**src/rtl/div_pkg.sv**
```systemverilog
// Shared types and constants for the sequential radix-2 restoring divider.
package div_pkg;
    localparam int DIV_ITERS = 32;

    typedef enum logic [1:0] {IDLE, CALC, FIX, DONE} state_t;

    typedef enum logic [1:0] {
        OP_DIV  = 2'b00,
        OP_DIVU = 2'b01,
        OP_REM  = 2'b10,
        OP_REMU = 2'b11
    } op_t;

    // Per-request flags captured at accept and consumed in FIX.
    typedef struct packed {
        logic is_rem;
        logic neg_q;
        logic neg_r;
        logic dz;
        logic ovf;
    } req_t;
endpackage

```
**src/rtl/div_step.sv**
```systemverilog
// One combinational restoring-division step: shift {rem,quo} left, trial-subtract divisor.
module div_step #(
    parameter int WIDTH = 32
) (
    input  logic [WIDTH-1:0] rem_in,
    input  logic [WIDTH-1:0] quo_in,
    input  logic [WIDTH-1:0] divisor,
    output logic [WIDTH-1:0] rem_out,
    output logic [WIDTH-1:0] quo_out
);
    logic [WIDTH:0] sh;
    logic [WIDTH:0] trial;
    logic           borrow;

    assign sh    = {rem_in, quo_in[WIDTH-1]};
    assign trial = sh - {1'b0, divisor};
    // With rem < divisor, sh < 2*divisor, so a non-borrowing trial always fits in WIDTH bits
    // and a wrapped one always has its top bit set.
    assign borrow  = trial[WIDTH];
    assign rem_out = borrow ? sh[WIDTH-1:0] : trial[WIDTH-1:0];
    assign quo_out = {quo_in[WIDTH-2:0], ~borrow};
endmodule

```
**src/rtl/div32_seq.sv**
```systemverilog
// Iterative DIV/DIVU/REM/REMU unit with valid/ready handshake on both sides.
// Optional DIV_EARLY_OUT_EN: divide-by-zero and signed overflow resolve at accept.
module div32_seq
    import div_pkg::*;
#(
    parameter int WIDTH = DIV_ITERS
) (
    input  logic             clk,
    input  logic             rst,
    input  logic             in_valid,
    output logic             in_ready,
    input  logic [1:0]       op,
    input  logic [WIDTH-1:0] x,
    input  logic [WIDTH-1:0] y,
    input  logic             flush,
    output logic             out_valid,
    input  logic             out_ready,
    output logic [WIDTH-1:0] f,
    output logic             dz
);
    localparam int CW = $clog2(WIDTH + 1);
    localparam logic [WIDTH-1:0] SMIN = {1'b1, {(WIDTH-1){1'b0}}};

    state_t           state, nxt;
    req_t             req;
    logic [CW-1:0]    cnt;
    logic [WIDTH-1:0] rem, quo, dvs, xraw;
    logic [WIDTH-1:0] rem_nx, quo_nx;

    logic             signed_op, is_rem_in, dz_in, ovf_in, special_in, accept;
    logic [WIDTH-1:0] ax, ay, special_f, q_fix, r_fix, fix_f;

    assign signed_op  = (op_t'(op) == OP_DIV) || (op_t'(op) == OP_REM);
    assign is_rem_in  = (op_t'(op) == OP_REM) || (op_t'(op) == OP_REMU);
    assign ax         = (signed_op && x[WIDTH-1]) ? -x : x;
    assign ay         = (signed_op && y[WIDTH-1]) ? -y : y;
    assign dz_in      = (y == '0);
    assign ovf_in     = signed_op && (x == SMIN) && (y == '1);
    assign special_in = dz_in || ovf_in;
    assign special_f  = dz_in ? (is_rem_in ? x : '1) : (is_rem_in ? '0 : SMIN);

    assign accept    = (state == IDLE) && in_valid && !flush;
    assign in_ready  = (state == IDLE);
    assign out_valid = (state == DONE);

    div_step #(.WIDTH(WIDTH)) u_step (
        .rem_in  (rem),
        .quo_in  (quo),
        .divisor (dvs),
        .rem_out (rem_nx),
        .quo_out (quo_nx)
    );

    assign q_fix = req.neg_q ? -quo : quo;
    assign r_fix = req.neg_r ? -rem : rem;

    always_comb begin
        fix_f = req.is_rem ? r_fix : q_fix;
        if (req.dz)
            fix_f = req.is_rem ? xraw : '1;
        else if (req.ovf)
            fix_f = req.is_rem ? '0 : SMIN;
    end

    always_ff @(posedge clk or posedge rst) begin
        if (rst) state <= IDLE;
        else     state <= nxt;
    end

    always_comb begin
        nxt = state;
        if (flush) begin
            nxt = IDLE;
        end else begin
            case (state)
                IDLE: if (in_valid) begin
`ifdef DIV_EARLY_OUT_EN
                    nxt = special_in ? DONE : CALC;
`else
                    nxt = CALC;
`endif
                end
                CALC: if (cnt == CW'(1)) nxt = FIX;
                FIX:  nxt = DONE;
                DONE: if (out_ready) nxt = IDLE;
                default: nxt = IDLE;
            endcase
        end
    end

    always_ff @(posedge clk or posedge rst) begin
        if (rst) begin
            req  <= '0;
            cnt  <= '0;
            rem  <= '0;
            quo  <= '0;
            dvs  <= '0;
            xraw <= '0;
            f    <= '0;
            dz   <= 1'b0;
        end else if (accept) begin
            req.is_rem <= is_rem_in;
            req.neg_q  <= signed_op && (x[WIDTH-1] ^ y[WIDTH-1]);
            req.neg_r  <= signed_op && x[WIDTH-1];
            req.dz     <= dz_in;
            req.ovf    <= ovf_in;
            cnt        <= CW'(WIDTH);
            rem        <= '0;
            quo        <= ax;
            dvs        <= ay;
            xraw       <= x;
`ifdef DIV_EARLY_OUT_EN
            if (special_in) begin
                f  <= special_f;
                dz <= dz_in;
            end
`endif
        end else if (state == CALC) begin
            rem <= rem_nx;
            quo <= quo_nx;
            cnt <= cnt - CW'(1);
        end else if (state == FIX) begin
            f  <= fix_f;
            dz <= req.dz;
        end
    end

`ifndef DIV_EARLY_OUT_EN
    // special_f only feeds the early-out load; keep it observed in the default build.
    logic unused_special;
    assign unused_special = ^{special_in, special_f};
`endif
endmodule

```
**config.mk**
```make
export PLATFORM = sky130hd
export DESIGN_NAME = div32_seq
export DESIGN_NICKNAME = d
export VERILOG_FILES = /design/src/rtl/div_pkg.sv /design/src/rtl/div_step.sv /design/src/rtl/div32_seq.sv
export SDC_FILE = /design/constraint.sdc
export NUM_CORES = 1
export LEC_CHECK = 0
export ABC_AREA = 1
export BUFFER_PORTS_ARGS = -buffer_cell sky130_fd_sc_hd__buf_2
export CAP_MARGIN = 5
export CELL_PAD_IN_SITES_DETAIL_PLACEMENT = 2
export CELL_PAD_IN_SITES_GLOBAL_PLACEMENT = 2
export CORE_AREA = 2 2 272 220
export CTS_CLUSTER_DIAMETER = 120
export DETAILED_ROUTE_END_ITERATION = 10
export DIE_AREA = 0 0 274 222
export HOLD_SLACK_MARGIN = 0.06
export PLACE_DENSITY_LB_ADDON = 0.15
export SETUP_SLACK_MARGIN = 0.5
export SLEW_MARGIN = 20
export SYNTH_ARGS = -nofsm -noshare
export SYNTH_HDL_FRONTEND = slang
export SYNTH_SLANG_ARGS = --single-unit
```
**constraint.sdc**
```tcl
create_clock -name clk -period 5.5 [get_ports clk]
set_input_delay 0.55 -clock clk [delete_from_list [all_inputs] [get_ports clk]]
set_output_delay 0.55 -clock clk [all_outputs]
set_load 0.03 [all_outputs]
```
; Yosys cells after proc, flatten, opt, wreduce, memory -nomap -nowiden
; Cells that the tools add are included.
; Widths: inputs -> output; s select.
[classes]
bitwise = 4
n_mux = 21
n_reduce_logical = 16
n_addsub = 6
eq_ne = 11
[ops]
columns = operator, count
row1 = $mux 32, 14
row2 = $neg 32->32, 4
row3 = $eq 32x32->1 const B, 2
row4 = $sub 33x32->33, 1
row5 = $logic_not 32->1, 1
row6 = $mux 6, 2
row7 = $eq 2x2->1 const B, 4
row8 = $mux 2, 4
row9 = $pmux 2 s4, 1
row10 = $logic_and 1x1->1, 7
row11 = $eq 6x1->1 const B, 1
row12 = $ne 3x2->1 const B, 2
row13 = $reduce_and 3->1, 2
row14 = $sub 6x1->6 const B, 1
row15 = $logic_not 2->1, 2
row16 = $ne 3x3->1 const B, 1
row17 = $not 1->1, 3
row18 = $eq 2x1->1 const B, 1
row19 = $logic_or 1x1->1, 2
row20 = $reduce_bool 2->1, 1
row21 = $logic_not 1->1, 1
row22 = $xor 1x1->1, 1
[totals]
out_inout_bits = 35
word_cells = 71
inputBits = 71
register_bits = 174

; Logic depth before layout (Yosys ltp)
; Gate-level depths: netlist of the first run.
[depth]
depth_word = 5
mapped_depth = 18
mapped_depth_nobuf = 17

; Modules after synthesis
; A second synthesis of the first run with hierarchy kept.
[unflattened]
cells_unflattened = 2337
area_unflattened_um2 = 14671.6
[modules_own_cells]
columns = module, area_each_um2, n_inst, cells_per_inst, seq_area_each_um2
row1 = div32_seq, 11237.0, 1, 1626, 4354.2
row2 = div_step, 3434.5, 1, 711, 0.0

; Least setup slack after synthesis of the first run
; Ideal clock, no wire load.
[synth_path]
path_kind = reg-to-reg
start = register quo[31]
end = register rem[10]
n_path_buf = 1
period_less_slack_ns = 2.172
stages_incl_launch_ff = 19
setup_ns = 0.117
required_ns = 5.383
slack_ns = 3.328
t_arrival_ns = 2.055
path_cell_list = dfrtp_1 > inv_1 > ha_1 > fa_1 > inv_1 > nand2_1 > nand2_1 > nand3_1 > nand2_2 > nand2_2 > nand2_4 > nand2_4 > nand2_4 > nand2_4 > nand2_8 > buf_12 > nand2_2 > nand3_1 > nand2_1
[synth_between]
elab_chain_cells = 4
[synth_lines]
columns = item, line_no
row1 = start: declaration, div32_seq.sv:27  ; logic [WIDTH-1:0] rem, quo, dvs, xraw;
row2 = start signal: assignment, div32_seq.sv:120  ; quo <= quo_nx;
row3 = $sub 33x32->33, div_step.sv:16  ; assign trial = sh - {1'b0, divisor};
row4 = $mux 32, div_step.sv:20  ; assign rem_out = borrow ? sh[WIDTH-1:0] : trial[WIDTH-1:0];
row5 = $mux 32, div32_seq.sv:118  ; end else if (state == CALC) begin
row6 = $mux 32, div32_seq.sv:101  ; end else if (accept) begin
row7 = end signal: assignment, div32_seq.sv:119  ; rem <= rem_nx;
row8 = end: declaration, div32_seq.sv:27
; Every way passes these cells. The select of a mux whose other input is x is not followed.
; A chain may end at the register's enable or synchronous reset.

; Worst setup path after layout of the first run
[layout_path]
start = register state[0]
end = register f[5]
[layout_between]
elab_chain_cells = 5
word_cells_on_any_way = 8
cone_classes = eq/ne (2) / bitwise (2) / reduce/logical (4)
[layout_lines]
columns = item, line_no
row1 = start: declaration, div32_seq.sv:24  ; state_t state, nxt;
row2 = start signal: assignment, div32_seq.sv:67  ; else state <= nxt;
row3 = $logic_not 2->1, div32_seq.sv:42  ; assign accept = (state == IDLE) && in_valid && !flush;
row4 = $logic_and 1x1->1 (2 in series), div32_seq.sv:42
row5 = $not 1->1 (no line), n/a
row6 = $reduce_and 3->1 (no line) *, n/a
row7 = end signal: assignment, div32_seq.sv:123  ; f <= fix_f;
row8 = end: declaration, div32_seq.sv:18  ; output logic [WIDTH-1:0] f,
; Every way passes the cells marked *; elsewhere a longest branch is shown, timed or not.

==> results of run 1 <==
-- worst max-delay path, delay by kind of cell, from the launching register on --
| kind | cells | cell delay (ns) |
|---|---|---|
| adder cells (fa/ha/maj) | 1 | 0.20 |
| flip-flops | 1 | 0.42 |
| AO/OA/AOI/OAI | 3 | 0.41 |
| AND/OR/NAND/NOR | 5 | 1.47 |
| buffers and inverters | 2 | 0.66 |
-- flip-flops by register name, indices dropped and copies added, names as in the netlist --
name,count
state,2
dz,1
xraw,32
dvs,32
req,5
cnt,6
quo,32
rem,32
f,32
-- per-layer routing --
metal	GRT usage [%]	vias up	part of all wire [%]
li1	-	7539	-
met5	0	-	0.020
met4	4.47	2	1.2
met1	33.1	7898	51
met3	3.31	39	3.8
met2	33.7	252	44
-- how the worst max path moves through the flow --
stage                         to  slack [ns]  cells past startpoint
after CTS                  f[14]        2.10                     11
after global routing        f[5]        1.81                     11
after detailed placement    f[5]        2.14                     11
final                       f[5]        2.18                     11
after floorplan           cnt[0]        2.73                      1
after global placement     f[25]        2.38                     11
-- synth_stat cells (14+ instances only) --
cell	instances
xor2_1	23
o21ai_0	149
buf_2	17
nor2_1	227
inv_1	332
nand3_1	249
o21bai_1	19
dfrtp_1	174
ha_1	43
nand4_1	37
clkbuf_1	39
a21oi_1	142
nand2_1	641
nand2_2	33
xnor2_1	14
nor3_1	31
-- stage by stage --
step	power (uW)	cells	instance area (um2)	util (%)
after global placement	8930	3120	15700	27.1
after floorplan	6820	2305	14400	-
final	10400	3152	16300	28.1
after CTS	10600	3152	16300	28.1
after global routing	11400	3152	16300	28.1
after detailed placement	9150	3120	15700	27.1
-- power by group through the flow --
| stage | logic (uW) | clock network, uW | registers, uW |
|---|---|---|---|
| 6_report | 6730 | 1330 | 2360 |
| 5_1_grt | 7580 | 1420 | 2440 |
| 4_1_cts | 6810 | 1370 | 2370 |
| 3_5_place_dp | 6760 | 0 | 2390 |
| 3_3_place_gp | 6560 | 0 | 2370 |
| 2_1_floorplan | 4480 | 0 | 2350 |
-- layout make-up --
| class | count | area, um2 | area share, % |
|---|---|---|---|
| flip-flops and latches | 174 | 4360 | 26.7 |
| clock buffers | 20 | 447 | 2.74 |
| clock inverters | 12 | 160 | 0.983 |
| multi-input cells | 1713 | 8420 | 51.7 |
| well taps | 769 | 962 | 5.91 |
| inverters | 345 | 1300 | 7.97 |
| repair buffers | 119 | 643 | 3.95 |
-- logic make-up (layout without fill, tap and decap cells) --
group | Yosys count | in the layout | share of synthesized area (%)
AND/OR/NAND/NOR | 1268 | 1268 | 38.3
XOR/XNOR | 37 | 37 | 2.25
buffers and inverters | 418 | 496 | 11.5
adder cells (fa/ha/maj) | 44 | 44 | 3.87
AO/OA/AOI/OAI | 364 | 364 | 13.9
flip-flops | 174 | 174 | 30.2
==> impl_metrics.py, run 1 <==
metrics = {
    "timing": {
        "slew_headroom_pct": 34.2,
        "rsz0062_at_grt": "no",
        "fmax_mhz": 301,
        "finalMaxSlewViolations": 0,
        "finalHoldWorstSlack_ns": 0.223,
        "fin_ws_ns": 2.18,
        "finalHoldViolations": 0,
        "setup_viol": 0,
        "worstMarginPinSlew_ns": 0.984,
        "final.min_clock_period_ns": 3.32,
        "tns_ns": 0,
        "clock_skew_ns": 0.0174,
        "period_share_pct": 60.4,
    },
    "critical_path": {
        "critPathCaptureType": "flip-flop",
        "reg2reg_depth": 11,
        "cp_data_arrival_time_ns": 3.68,
        "worstSetupPathType": "reg2reg",
        "crit_start": "state[0]",
        "reg2reg_slack_ns": 2.18,
        "start_kind": "flip-flop",
        "cp_slowest_cell": "nand2_2",
        "cp_cell_sequence": "inv_1, ha_1, nand2_1, nor2_4, nor2_4, nand2_2, nor2_2, inv_2, a21oi_1, a21oi_1, o21ai_0",
        "required_ns": 5.86,
        "critPathMaxFanout": 36,
        "r2r-end": "f[5]",
        "reg2reg_from": "state[0]",
        "max_stage_delay_ns": 0.69,
    },
    "power": {
        "switching_power_uw": 5940,
        "leakagePower_uw": 0.00824,
        "p_seq_share_pct": 22.7,
        "internal-power_uw": 4490,
        "peakVddDrop_mv": 0.220,
        "p_clk_share_pct": 12.8,
        "power_density_nw_per_um2": 640,
        "pwr-share-comb_pct": 64.6,
        "p_sw_share_pct": 57.0,
    },
    "synth": {
        "avgSynthCellArea_um2": 6.26,
        "synth.net_count": 2420,
        "synth-seq-area-share_pct": 30.2,
        "synth_ff_type": "dfrtp_1",
        "syn_inst": 2305,
        "yosys_warnings": 0,
        "synth_largest_area_cell": "dfrtp_1",
        "synth_top_area_share_pct": 30.2,
        "synth_cell_types": 54,
        "synth_edf_count": 0,
        "synthTopCellsByArea": "dfrtp_1 (30%), nand2_1 (17%), inv_1 (8.6%), nand3_1 (8.6%), nor2_1 (5.9%)",
        "synthArstFlopShare_pct": 100,
        "synth_area_um2": 14400,
        "ys_ff_latch": 174,
    },
    "drt": {
        "dr.first_iter.drc_count": 891,
        "dr_total_vias": 15700,
        "drc": 0,
        "post_drt_wl_per_cell_um": 21.1,
        "first_pass_iters": 7,
        "totalWireLength_um": 66400,
        "ant_nets": 0,
        "avgViaCountPerCell": 4.99,
    },
    "global_route": {
        "antenna_found_initial": 6,
        "overflow": 0,
        "grt_first_pass_wirelength_um": 103000,
        "track_usage_pct": 22.2,
        "grt_max_degree": 114,
        "first_global_vias": 16700,
    },
    "clock_network": {
        "cts_root_buf": "clkbuf_16",
        "clk_pin_slew_ns": 0.07,
        "post-cts-setup-buffers": 0,
        "cts_buffer_depth": 2,
        "cts.sinks": 174,
        "holdBufCountCts": 0,
        "insertion_delay_ns": 0.49,
        "cts_max_level": 4,
        "cts_tree": "done",
        "ctsResizeCount": 0,
        "cts_buffers": 17,
    },
    "finish": {
        "insertedDiodeCount": 0,
        "final_common_cell": "nand2_1",
        "fin_nets": 2485,
        "area.growth.synth_to_final_pct": 12.9,
        "drive_above_1_share_pct": 9.53,
        "final_cell_mix": "nand2_1 (641), inv_1 (331), nand3_1 (249)",
        "fill_cells": 7168,
    },
    "placed_design": {
        "post-place-ws_ns": 2.14,
        "gp_congestion": 0.855,
        "hpwl_um": 53300,
        "port_buffers": 105,
    },
    "floorplan": {
        "die_w_um": 274,
        "core-area_um2": 57900,
        "die-area_um2": 60800,
        "start_util_pct": 24.9,
        "die_h_um": 222,
        "row_count": 79,
        "ioPinCount": 106,
    },
    "worst_hold_path": {
        "min_path_type": "in2async",
    },
    "status": {
        "status": "complete, no violations",
    },
    "job": {
        "maxCapViolCount": 0,
    },
}
Note: power is estimated with default switching activity, not from simulation.
==> inputs of run 2 (changes only) <==
Settings changed: ABC_AREA 1 to 0, CORE_AREA 2 2 272 220 to 2 2 250 203, DIE_AREA 0 0 274 222 to 0 0 252 205.
Clock period 5.5 ns to 2.9 ns, I/O delays scaled along.
==> impl_metrics.py, run 2 <==
metrics = {
    "synth": {
        "synth_top_area_share_pct": 35.9,
        "synthTopCellsByArea": "dfrtp_1 (36%), nand2_1 (7.8%), o21ai_0 (7.5%), xnor2_1 (5.8%), xor2_1 (5.1%)",
        "synth_edf_count": 0,
        "synth_area_um2": 12100,
        "synthArstFlopShare_pct": 100,
        "synth.net_count": 1588,
        "synth_largest_area_cell": "dfrtp_1",
        "syn_inst": 1473,
        "avgSynthCellArea_um2": 8.23,
        "yosys_warnings": 0,
        "synth-seq-area-share_pct": 35.9,
        "ys_ff_latch": 174,
        "synth_cell_types": 62,
        "synth_ff_type": "dfrtp_1",
        "yosysMostFrequentCell": "nand2_1",
        "synth_common_cells": "nand2_1 (252), o21ai_0 (181), dfrtp_1 (174), a21oi_1 (113), xnor2_1 (81)",
    },
    "placed_design": {
        "port_buffers": 105,
        "hpwl_um": 38000,
        "dp_cells": 2318,
        "gp_congestion": 0.826,
    },
    "critical_path": {
        "worst_path_dominant_cell_family": "simple AND/OR/NAND/NOR gates",
        "required_ns": 3.24,
        "cp_slowest_cell": "or4_4",
        "cp_cell_sequence": "or4_4, or4_4, or3_4, nand2b_4, nor4b_4, buf_4, a21boi_4, xor2_2, a21oi_2, buf_4, o221ai_2",
        "worstSetupPathType": "reg2reg",
        "worstSetupPathDepth": 11,
        "start_kind": "flip-flop",
        "reg2reg_slack_ns": -0.40,
        "critPathCaptureType": "flip-flop",
        "max_stage_delay_ns": 0.56,
        "critPathMaxFanout": 3,
        "cp_data_arrival_time_ns": 3.64,
        "reg2reg_depth": 11,
        "worst-path-buf-inv": 2,
    },
    "timing": {
        "period_share_pct": 114,
        "worstMarginPinSlew_ns": 0.922,
        "rsz0062_at_grt": "yes",
        "setup_viol": 42,
        "finalHoldViolations": 0,
        "finalMaxSlewViolations": 0,
        "fmax_mhz": 303,
        "clock_skew_ns": 0.0135,
        "final.min_clock_period_ns": 3.30,
        "fin_ws_ns": -0.398,
        "slew_headroom_pct": 38.5,
    },
    "drt": {
        "dr.first_iter.drc_count": 561,
        "ant_nets": 0,
        "dr_total_vias": 12000,
        "post_drt_wl_per_cell_um": 21.5,
        "avgViaCountPerCell": 5.02,
        "totalWireLength_um": 51500,
        "drc": 0,
        "first_pass_iters": 5,
    },
    "clock_network": {
        "insertion_delay_ns": 0.47,
        "cts_tree": "done",
        "cts_buffer_depth": 2,
        "clk_pin_slew_ns": 0.07,
        "cts_buffers": 17,
        "cts_max_level": 4,
        "cts.sinks": 174,
        "cts_root_buf": "clkbuf_16",
    },
    "power": {
        "leakagePower_uw": 0.00722,
        "power_density_nw_per_um2": 1380,
        "peakVddDrop_mv": 0.685,
    },
    "worst_hold_path": {
        "min_path_cells": 3,
        "min_path_type": "in2reg",
    },
    "finish": {
        "final_core_util_pct": 33.8,
        "final_cell_mix": "nand2_1 (242), buf_4 (186), dfrtp_1 (173)",
        "final_common_cell": "nand2_1",
        "fin_nets": 1857,
        "fill_cells": 5532,
        "drive_above_1_share_pct": 28.2,
        "instances_no_fill": 2391,
        "area.growth.synth_to_final_pct": 36.8,
        "insertedDiodeCount": 0,
    },
    "global_route": {
        "track_usage_pct": 20.3,
        "grt_first_pass_wirelength_um": 80100,
        "overflow": 0,
        "grt_max_degree": 133,
        "antenna_found_initial": 2,
        "first_global_vias": 13000,
    },
    "floorplan": {
        "die_w_um": 252,
        "start_util_pct": 24.7,
        "row_count": 73,
        "die-area_um2": 51700,
        "core-area_um2": 49100,
        "die_h_um": 205,
        "ioPinCount": 106,
    },
    "job": {
        "maxCapViolCount": 0,
    },
    "status": {
        "status": "complete, but fails checks",
        "violations": "setup timing",
    },
}
## run 2: worst register-to-register path: cells and delay by family (launching register included)
kind	cells	cell delay [ns]
AND/OR/NAND/NOR	5	1.91
flip-flops	1	0.41
buffers and inverters	2	0.35
AO/OA/AOI/OAI	3	0.34
XOR/XNOR	1	0.16
## run 2: worst paths after layout
check,from,end
setup / recovery,rem[0],f[29]
hold / removal,x[25],xraw[25]
setup reg to reg,rem[0],f[29]
hold reg to reg,xraw[30],xraw[30]
max in group asynchronous,rst,f[29]
min in group asynchronous,rst,f[24]
## run 2: area by class of cell
cell class / count / area, um2 / share of cell area, %
sequential: 174 / 4360 / 26.3
multi-input combinational: 1160 / 8190 / 49.4
inverter: 61 / 235 / 1.42
clock buffer: 26 / 489 / 2.95
timing repair buffer: 328 / 2470 / 14.9
clock inverter: 5 / 57.6 / 0.347
tap: 637 / 797 / 4.80
## run 2: kinds of logic (layout without fill, tap and decap cells)
family	Yosys count	count (layout)	synth area share, %
buf+inv	139	420	4.37
compound gates	430	430	21.1
xor+xnor	153	153	11.2
flops	174	174	35.9
mux	63	63	5.24
simple gates	470	470	17.6
fa+ha+maj	44	44	4.60
## run 2: metal layers
metal	up-vias	wire [um]	part of all wire, %	track usage, %
li1	5711	-	-	-
met5	-	0	0	0
met3	23	1200	2.3	2.73
met1	6145	26500	52	29.6
met2	120	23200	45	32.1
met4	0	481	0.93	4.02
## run 2: per-stage QoR
stage	setup WS, ns	power [uW]	setup TNS (ns)	area (um2)	hold slack, ns
6_report	-0.398	22800	-11.47	16600	0.0785
5_1_grt	-0.503	24600	-15.75	16600	0.0865
4_1_cts	-0.356	22200	-9.40	16100	0.0614
3_5_place_dp	-0.531	18000	-18.92	14800	0.462
3_3_place_gp	-0.448	17600	-15.48	14800	0.454
2_1_floorplan	-0.188	12600	-3.55	12400	0.356
## run 2: what timing repair did
| item | CTS | global route |
|---|---|---|
| resized for setup | 94 | 73 |
| hold buffers | 7 | 0 |
| gates cloned | 3 | 0 |
| pin swaps | 49 | 45 |
| endpoints found under the setup margin | 56 | 64 |
| endpoints found under the hold margin | 42 | 0 |
| setup buffers | 20 | 12 |
## run 2: power by group
| group | internal [uW] | switching (uW) | leakage (uW) |
|---|---|---|---|
| clock | 1250 | 1090 | 0.000257 |
| combinational | 7230 | 8710 | 0.00479 |
| sequential | 3550 | 987 | 0.00218 |
| total | 12000 | 10800 | 0.00722 |
==> inputs of run 3 (changes only) <==
Settings changed: ABC_AREA 0 to 1, CORE_AREA 2 2 250 203 to 2 2 244 246, DIE_AREA 0 0 252 205 to 0 0 246 248, PLACE_DENSITY set to 0.75, PLACE_DENSITY_LB_ADDON 0.15 to unset.
==> impl_metrics.py, run 3 (synthesis results as in run 1) <==
metrics = {
    "finish": {
        "drive_above_1_share_pct": 17.8,
        "final_cell_mix": "nand2_1 (616), inv_1 (307), nand3_1 (232)",
        "final_common_cell": "nand2_1",
        "area.growth.synth_to_final_pct": 23.3,
        "fin_nets": 2557,
    },
    "power": {
        "peakVddDrop_mv": 0.509,
        "leakagePower_uw": 0.00868,
        "total_power_uw": 23000,
        "power_density_nw_per_um2": 1290,
    },
    "floorplan": {
        "row_count": 89,
        "ioPinCount": 106,
        "core-area_um2": 58500,
        "die_w_um": 246,
        "die-area_um2": 61000,
        "die_h_um": 248,
        "start_util_pct": 24.7,
    },
    "clock_network": {
        "cts_root_buf": "clkbuf_16",
        "cts.sinks": 174,
        "cts_max_level": 4,
        "cts_tree": "done",
        "cts_buffers": 17,
        "cts_buffer_depth": 2,
        "insertion_delay_ns": 0.48,
        "clk_pin_slew_ns": 0.07,
    },
    "placed_design": {
        "hpwl_um": 54300,
        "gp_congestion": 0.873,
        "port_buffers": 105,
    },
    "global_route": {
        "track_usage_pct": 22.7,
        "overflow": 0,
        "antenna_found_initial": 2,
        "grt_first_pass_wirelength_um": 106000,
        "first_global_vias": 17700,
        "grt_max_degree": 70,
    },
    "critical_path": {
        "cp_slowest_cell": "dfrtp_1",
        "required_ns": 3.24,
        "cp_cell_sequence": "ha_1, nand2_1, nor2_1, nand3_2, nand2_2, nand2_2, nand2_4, nand2_8, nand2_8, nand2_8, nand2_8, nand2_2, nand3_1, nand2_1",
        "start_kind": "flip-flop",
        "cp_data_arrival_time_ns": 2.86,
        "worstSetupPathType": "reg2reg",
        "critPathMaxFanout": 7,
        "worst_path_most_repeated_cell": "nand2_8",
        "critPathCaptureType": "flip-flop",
        "max_stage_delay_ns": 0.42,
    },
    "drt": {
        "ant_nets": 0,
        "avgViaCountPerCell": 5.16,
        "first_pass_iters": 5,
        "totalWireLength_um": 71600,
        "dr.first_iter.drc_count": 936,
        "dr_total_vias": 16700,
        "drc": 0,
        "post_drt_wl_per_cell_um": 22.2,
    },
    "timing": {
        "finalMaxSlewViolations": 0,
        "setup_viol": 0,
        "rsz0062_at_grt": "yes",
        "tns_ns": 0,
        "finalHoldWorstSlack_ns": 0.107,
        "slew_headroom_pct": 48.5,
        "fmax_mhz": 397,
        "clock_skew_ns": 0.0132,
        "finalHoldViolations": 0,
        "period_share_pct": 86.9,
        "final.min_clock_period_ns": 2.52,
        "worstMarginPinSlew_ns": 0.765,
    },
    "job": {
        "maxCapViolCount": 0,
    },
    "status": {
        "status": "complete, no violations",
    },
    "worst_hold_path": {
        "min_path_type": "in2reg",
    },
}
[run 3: critical path: cells and delay by family, from the launching register on]
family,cells,cell delay (ns)
and+or+nand+nor,13,1.54
adders and majority gates,1,0.41
DFF,1,0.42
[run 3: final timing paths]
kind / depth (start not counted) / slack (ns) / start / end
setup / recovery: 14 / 0.38 / rem[3] / rem[15]
hold / removal: 3 / 0.11 / x[15] / xraw[15]
setup reg to reg: 14 / 0.38 / rem[3] / rem[15]
hold reg to reg: 2 / 0.49 / dz / dz
max in group asynchronous: 4 / 1.63 / rst / req[4]
min in group asynchronous: 3 / 0.46 / rst / f[22]
[run 3: report_power, final]
group	internal, uW	switching, uW	total [uW]
Clock	1450	1140	2590
Combinational	5040	10700	15700
Sequential	3510	1180	4690
[run 3: cell type report]
cell class | count | area [um2]
antenna | 2 | 5.00
clock buffer | 19 | 433
clock inverter | 13 | 186
fill | 7092 | 40700
inverter | 345 | 1320
multi-input combinational | 1721 | 9240
sequential | 174 | 4380
tap | 773 | 967
timing repair buffer | 183 | 1250
[run 3: timing repair]
item / in CTS / in global routing
endpoints found under the hold margin: 22 / 0
resized for setup: 43 / 154
pin swaps: 8 / 20
hold buffers: 2 / 0
setup buffers: 9 / 33
endpoints found under the setup margin: 62 / 116
cloned: 5 / 3
[run 3: routing by layer]
metal / share of wire [%] / GRT usage (%) / vias to the layer above
met5: 0 / 0 / -
met4: 4.2 / 9.27 / 0
met3: 3.0 / 2.21 / 134
met2: 48 / 38.3 / 336
met1: 44 / 29.6 / 8478
li1: - / - / 7726
[run 3: through the flow]
stage                     cell area (um2)  utilization, %  cells  setup slack [ns]
after floorplan                     14400               -   2305             0.385
after global placement              15900            27.2   3144             0.322
after detailed placement            15900            27.2   3144             0.182
after CTS                           16900            28.8   3192             0.458
after global routing                17800            30.4   3228             0.303
final                               17800            30.4   3230             0.380
